<file path="config.mk">
export PLATFORM = sky130hd
export DESIGN_NAME = aws_evt_rx
export DESIGN_NICKNAME = d
export VERILOG_FILES = /design/src/rtl/aws_tm_pkg.sv /design/src/rtl/aws_sync_fifo.sv /design/src/rtl/aws_evt_rx.sv
export SDC_FILE = /design/constraint.sdc
export NUM_CORES = 1
export LEC_CHECK = 0
export ABC_CLOCK_PERIOD_IN_PS = 8200
export CORE_MARGIN = 10
export CORE_UTILIZATION = 51
export CTS_CLUSTER_DIAMETER = 150
export DETAILED_ROUTE_END_ITERATION = 10
export PLACE_DENSITY = 0.71
export SETUP_SLACK_MARGIN = 0.5
export SLEW_MARGIN = 20
export SYNTH_ARGS = -nofsm -noshare
export SYNTH_HDL_FRONTEND = slang
export SYNTH_HIERARCHICAL = 1
export SYNTH_SLANG_ARGS = --single-unit
</file>
<file path="constraint.sdc">
create_clock -name clk -period 8.2 [get_ports clk]
set_input_delay 2.05 -clock clk [delete_from_list [all_inputs] [get_ports clk]]
set_output_delay 2.05 -clock clk [all_outputs]
set_load 0.005 [all_outputs]
</file>
<file path="src/rtl/aws_tm_pkg.sv">
// Definitions shared by the AWS timer event generator and its reader.
// The event word is {lock, timer value}; the timer counts 0..AWSTM_MAX.
package aws_tm_pkg;

   localparam logic [30:0] AWSTM_MAX    = 31'd999_999_999;
   localparam int          EVT_LOCK_BIT = 31;
   localparam int          EVT_W        = 32;

   typedef struct packed {
      logic        lock;
      logic [30:0] tm;
   } aws_evt_t;

   function automatic logic evt_lock(input logic [EVT_W-1:0] word);
      return word[EVT_LOCK_BIT];
   endfunction

endpackage

</file>
<file path="src/rtl/aws_sync_fifo.sv">
// Single-clock circular FIFO with a registered head-of-queue read port.
// The head register is loaded so that a word pushed into an empty FIFO shows up on the next cycle.
module aws_sync_fifo #(
   parameter int P_WIDTH = 32,
   parameter int P_DEPTH = 4
) (
   input  logic               clk,
   input  logic               rst,
   input  logic               push,
   input  logic [P_WIDTH-1:0] wdata,
   input  logic               pop,
   output logic [P_WIDTH-1:0] rdata,
   output logic               full,
   output logic               empty
);

   localparam int AW = $clog2(P_DEPTH);
   localparam logic [AW:0] LEVEL_ONE = {{AW{1'b0}}, 1'b1};

   logic [P_WIDTH-1:0] mem [P_DEPTH];
   logic [AW:0]        wptr;
   logic [AW:0]        rptr;
   logic [AW:0]        rptr_inc;
   logic [AW:0]        level;
   logic               do_push;
   logic               do_pop;

   // Pointers carry one extra wrap bit so full and empty differ only in the MSB.
   assign empty    = (wptr == rptr);
   assign full     = (wptr[AW] != rptr[AW]) && (wptr[AW-1:0] == rptr[AW-1:0]);
   assign level    = wptr - rptr;
   assign rptr_inc = rptr + LEVEL_ONE;
   assign do_pop   = pop & ~empty;
   assign do_push  = push & (~full | do_pop);

   always_ff @(posedge clk) begin
      if (do_push) begin
         mem[wptr[AW-1:0]] <= wdata;
      end
   end

   always_ff @(posedge clk or posedge rst) begin
      if (rst) begin
         wptr  <= '0;
         rptr  <= '0;
         rdata <= '0;
      end else begin
         if (do_push) begin
            wptr <= wptr + LEVEL_ONE;
         end
         if (do_pop) begin
            rptr <= rptr_inc;
         end
         // Head register follows mem[rptr]; a push into the slot becoming head bypasses memory.
         if (do_pop) begin
            if (level > LEVEL_ONE) begin
               rdata <= mem[rptr_inc[AW-1:0]];
            end else if (do_push) begin
               rdata <= wdata;
            end
         end else if (empty && do_push) begin
            rdata <= wdata;
         end
      end
   end

endmodule

</file>
<file path="src/rtl/aws_evt_rx.sv">
// Reader for the AWS timer event word: detects each new event, stamps it with the
// cycle interval since the previous one and queues it; also reports lock changes and drops.
module aws_evt_rx
   import aws_tm_pkg::*;
#(
   parameter int P_DEPTH  = 4,
   parameter int P_INTV_W = 32
) (
   input  logic                clk,
   input  logic                rst,
   input  logic [EVT_W-1:0]    evt,
   output logic [EVT_W-1:0]    tm_data,
   output logic [P_INTV_W-1:0] tm_intv,
   output logic                tm_valid,
   input  logic                tm_ready,
   output logic                lock,
   output logic                lock_lost,
   output logic                lock_gain,
   output logic                ovf,
   output logic [7:0]          drop_cnt,
   input  logic                ovf_clr
);

   // tm_data/tm_intv are valid while tm_valid is high and hold until tm_valid & tm_ready.
   localparam int ENTRY_W = EVT_W + P_INTV_W;
   localparam logic [P_INTV_W-1:0] INTV_ONE = {{(P_INTV_W-1){1'b0}}, 1'b1};

   aws_evt_t              r_evt;
   logic                  armed;
   logic [P_INTV_W-1:0]   r_intv;
   logic [P_INTV_W-1:0]   intv_push;
   logic                  new_evt;
   logic                  pop;
   logic                  drop;
   logic                  fifo_full;
   logic                  fifo_empty;
   logic [ENTRY_W-1:0]    fifo_wdata;
   logic [ENTRY_W-1:0]    fifo_rdata;

   assign new_evt    = armed & (evt != r_evt);
   assign intv_push  = (&r_intv) ? r_intv : r_intv + INTV_ONE;
   assign tm_valid   = ~fifo_empty;
   assign pop        = tm_valid & tm_ready;
   assign drop       = new_evt & fifo_full & ~pop;
   assign fifo_wdata = {evt, intv_push};
   assign tm_data    = fifo_rdata[ENTRY_W-1 -: EVT_W];
   assign tm_intv    = fifo_rdata[P_INTV_W-1:0];

   aws_sync_fifo #(
      .P_WIDTH (ENTRY_W),
      .P_DEPTH (P_DEPTH)
   ) u_fifo (
      .clk   (clk),
      .rst   (rst),
      .push  (new_evt),
      .wdata (fifo_wdata),
      .pop   (pop),
      .rdata (fifo_rdata),
      .full  (fifo_full),
      .empty (fifo_empty)
   );

   // The first sampled word only seeds r_evt; armed keeps it out of the queue.
   always_ff @(posedge clk or posedge rst) begin
      if (rst) begin
         r_evt  <= '0;
         armed  <= 1'b0;
         r_intv <= '0;
      end else begin
         r_evt <= evt;
         armed <= 1'b1;
         if (new_evt) begin
            r_intv <= '0;
         end else if (!(&r_intv)) begin
            r_intv <= r_intv + INTV_ONE;
         end
      end
   end

   // Lock pulses are suppressed until armed, so the reset value of lock never causes one.
   always_ff @(posedge clk or posedge rst) begin
      if (rst) begin
         lock      <= 1'b0;
         lock_lost <= 1'b0;
         lock_gain <= 1'b0;
      end else begin
         lock      <= evt_lock(evt);
         lock_lost <= armed & lock & ~evt_lock(evt);
         lock_gain <= armed & ~lock & evt_lock(evt);
      end
   end

   // A drop in the same cycle as ovf_clr restarts the count at one.
   always_ff @(posedge clk or posedge rst) begin
      if (rst) begin
         ovf      <= 1'b0;
         drop_cnt <= '0;
      end else if (drop) begin
         ovf <= 1'b1;
         if (ovf_clr) begin
            drop_cnt <= 8'd1;
         end else if (drop_cnt != 8'hFF) begin
            drop_cnt <= drop_cnt + 8'd1;
         end
      end else if (ovf_clr) begin
         ovf      <= 1'b0;
         drop_cnt <= '0;
      end
   end

endmodule

</file>
==> qor.yml <==
timing:
  slew-limit-headroom_pct: 25.4
  worst_slew_pin_slew_ns: 1.12
  rsz0062_at_grt: "no"
  finClkSkew_ns: 0.0171
  fin_crit_sh_pct: 72.4
  maxSlewViolCount: 0
  tns_ns: 0
  setup_violations: 0
  clock.fmax_mhz: 168
  hold_violations: 0
  period_needed_ns: 5.94
placement:
  hpwl_um: 21100
  io_buffers: 112
  place.gp.congestion: 0.804
  place_inst: 1457
logic_synthesis:
  yosys-top-cells-count: "256 x edfxtp_1, 146 x dfrtp_1, 80 x nor2_1"
  yosys_warnings: 6
  synth_cells: 975
  synth_top_flop_cell: "edfxtp_1"
  synth_edf_count: 256
  yosys.area.top_type: "edfxtp_1"
  synthTopCellsByArea: "edfxtp_1 47%, dfrtp_1 22%, mux4_2 8.7%"
  ys_async_sr_fraction_pct: 36.3
  syn_area_per_cell_um2: 16.9
  netlist_area_um2: 16500
  synth_cell_types: 53
  ys_ff_latch: 402
  yosysSeqAreaShare_pct: 68.8
  yosysTopAreaCellShare_pct: 46.7
  synthesis.nets: 1021
  synth_most_common_cell: "edfxtp_1"
floorplan:
  io_pins: 113
  num_rows: 65
  die_y_um: 200
  die_area_um2: 39900
  fp.dieW_um: 200
  start_util_pct: 51.9
  fp.coreArea_um2: 31700
critical_path:
  crit_buf_inv: 2
  path_class: "input port to flip-flop"
  critical_path.cell_chain: "clkdlybuf4s50_1, xnor2_1, nand4_1, nor4_1, nand2_1, and2_0, and3_1, a22oi_2, buf_12, mux2i_1, a21oi_2"
  end_kind: "flip-flop"
  critPathMaxFanout: 64
  critPathSlowestCell: "nand2_1"
  worstPathRequired_ns: 8.58
  rrSetupSlack_ns: 3.97
  start_kind: "input port"
  cp-startpoint: "evt[0]"
  worstSetupEndpoint: "u_fifo/rdata[3]"
  cpPeakStageDelay_ns: 0.69
  critPathArrivalTime_ns: 6.32
  ff2ff_path_depth: 10
  crit_family: "simple AND/OR/NAND/NOR gates"
  cp.depth: 11
  r2r-end: "u_fifo/rdata[3]"
  reg2reg_from: "r_evt[0]"
route:
  num_vias: 8715
  ant_nets: 0
  firstDrtPassIters: 5
  drc: 0
  wirelength_um: 33700
  drt_iter0_markers: 609
  drt-wirelength-per-cell_um: 22.0
  viasPerCell: 5.69
cts:
  cts_buffers: 41
  clk_latency_ns: 0.54
  cts_max_level: 2
  post_cts_buffers: 0
  root_buffer: "clkbuf_16"
  cts_sinks: 402
  cts_tree: "yes"
  cts_hold_buf: 0
  cts_buffer_depth: 3
  clk_pin_slew_worst_paths_ns: 0.06
  cts_resized: 0
pwr:
  design_power_total_uw: 7360
  power.leakage_uw: 0.00702
  power.density_nw_per_um2: 383
  ir_drop_mv: 0.273
grt:
  grt.total_usage_pct: 17.4
  grt_pass1_vias: 9283
  grt_pass1_wl_um: 53800
  overflow: 0
  grt_max_degree: 77
  antenna_found_initial: 0
flow_run:
  cap_violations: 0
cells_and_area:
  fin_nets: 1144
  area_growth_pct: 16.7
  diodes: 0
  stdcell_count: 1532
  drive_above_1_share_pct: 19.2
worst_hold_path:
  min_path_type: "flip-flop to flip-flop"
  holdPathStages: 1
status:
  outcome: "complete, no violations"
routing by layer:
layer / share of wire [%] / track usage [%] / up-vias / routed length (µm)
met1: 44 / 23.7 / 4531 / 14900
met5: 0 / 0 / - / 0
li1: - / - / 3959 / -
met3: 5.0 / 3.23 / 42 / 1700
met4: 1.8 / 4.46 / 0 / 613
met2: 49 / 28.3 / 183 / 16600
registers in the layout, indices dropped and copies added (netlist names):
register and cells:
armed 1, drop_cnt 8, lock 1, lock_gain 1
lock_lost 1, ovf 1, r_evt 31, r_intv 32
u_fifo/mem 256, u_fifo/rdata 64, u_fifo/rptr 3, u_fifo/wptr 3
worst min-delay path by stage:
stage | startpoint | end | slack [ns]
after floorplan | lock | lock_gain | 0.47
after global placement | ovf | ovf | 0.47
after detailed placement | ovf | ovf | 0.48
after CTS | ovf | ovf | 0.49
after global routing | ovf | ovf | 0.51
final | ovf | ovf | 0.48
stage by stage:
stage                     setup slack (ns)  hold WS (ns)  instance area (µm²)  util [%]
after floorplan                       3.28         0.474                16500         -
after global placement                1.80         0.466                17900      56.6
after detailed placement              1.67         0.476                17900      56.6
after CTS                             2.20         0.489                19200      60.6
after global routing                  1.98         0.511                19200      60.6
final                                 2.26         0.482                19200      60.6
cells in the final DEF (no fill, tap or decap), types with 3 or more instances in the layout:
cell type	n
xor2_1	12
a21boi_0	26
a21o_1	3
nor2_1	80
nor3_1	5
dfrtp_1	145
a21oi_1	14
mux4_2	64
clkbuf_16	41
edfxtp_1	256
and4_1	5
a21oi_2	55
inv_1	9
and2_1	5
clkdlybuf4s50_1	112
nand3_1	10
nand4_1	19
buf_4	13
o21ai_0	4
ha_1	8
clkbuf_1	7
xnor2_1	55
clkinv_1	8
and3_1	14
clkinv_2	9
mux2i_1	64
mux2_2	3
nor2b_1	4
clkbuf_8	7
nand2_1	25
and2_2	4
cell type report:
class | count | area (µm²)
Clock buffer | 55 | 1150
Clock inverter | 20 | 121
Fill cell | 2318 | 12500
Inverter | 11 | 43.8
Multi-Input combinational cell | 515 | 4810
Sequential cell | 402 | 11300
Tap cell | 402 | 503
Timing Repair Buffer | 127 | 1250
cells by family (layout without fill, tap and decap cells):
group,after synthesis,count (layout),share of synthesized area [%]
buf+inv,58,213,2.10
simple gates,184,184,5.81
xor+xnor,68,68,3.71
flops,402,402,68.8
fa+ha+maj,10,10,0.805
other cells,1,1,0.0228
compound gates,121,121,5.87
mux,131,131,12.8
where the power goes:
group	switching, µW	internal, µW
clock network	744	987
registers	251	2730
logic	1380	1270
Note: power is estimated with default switching activity, not from simulation.
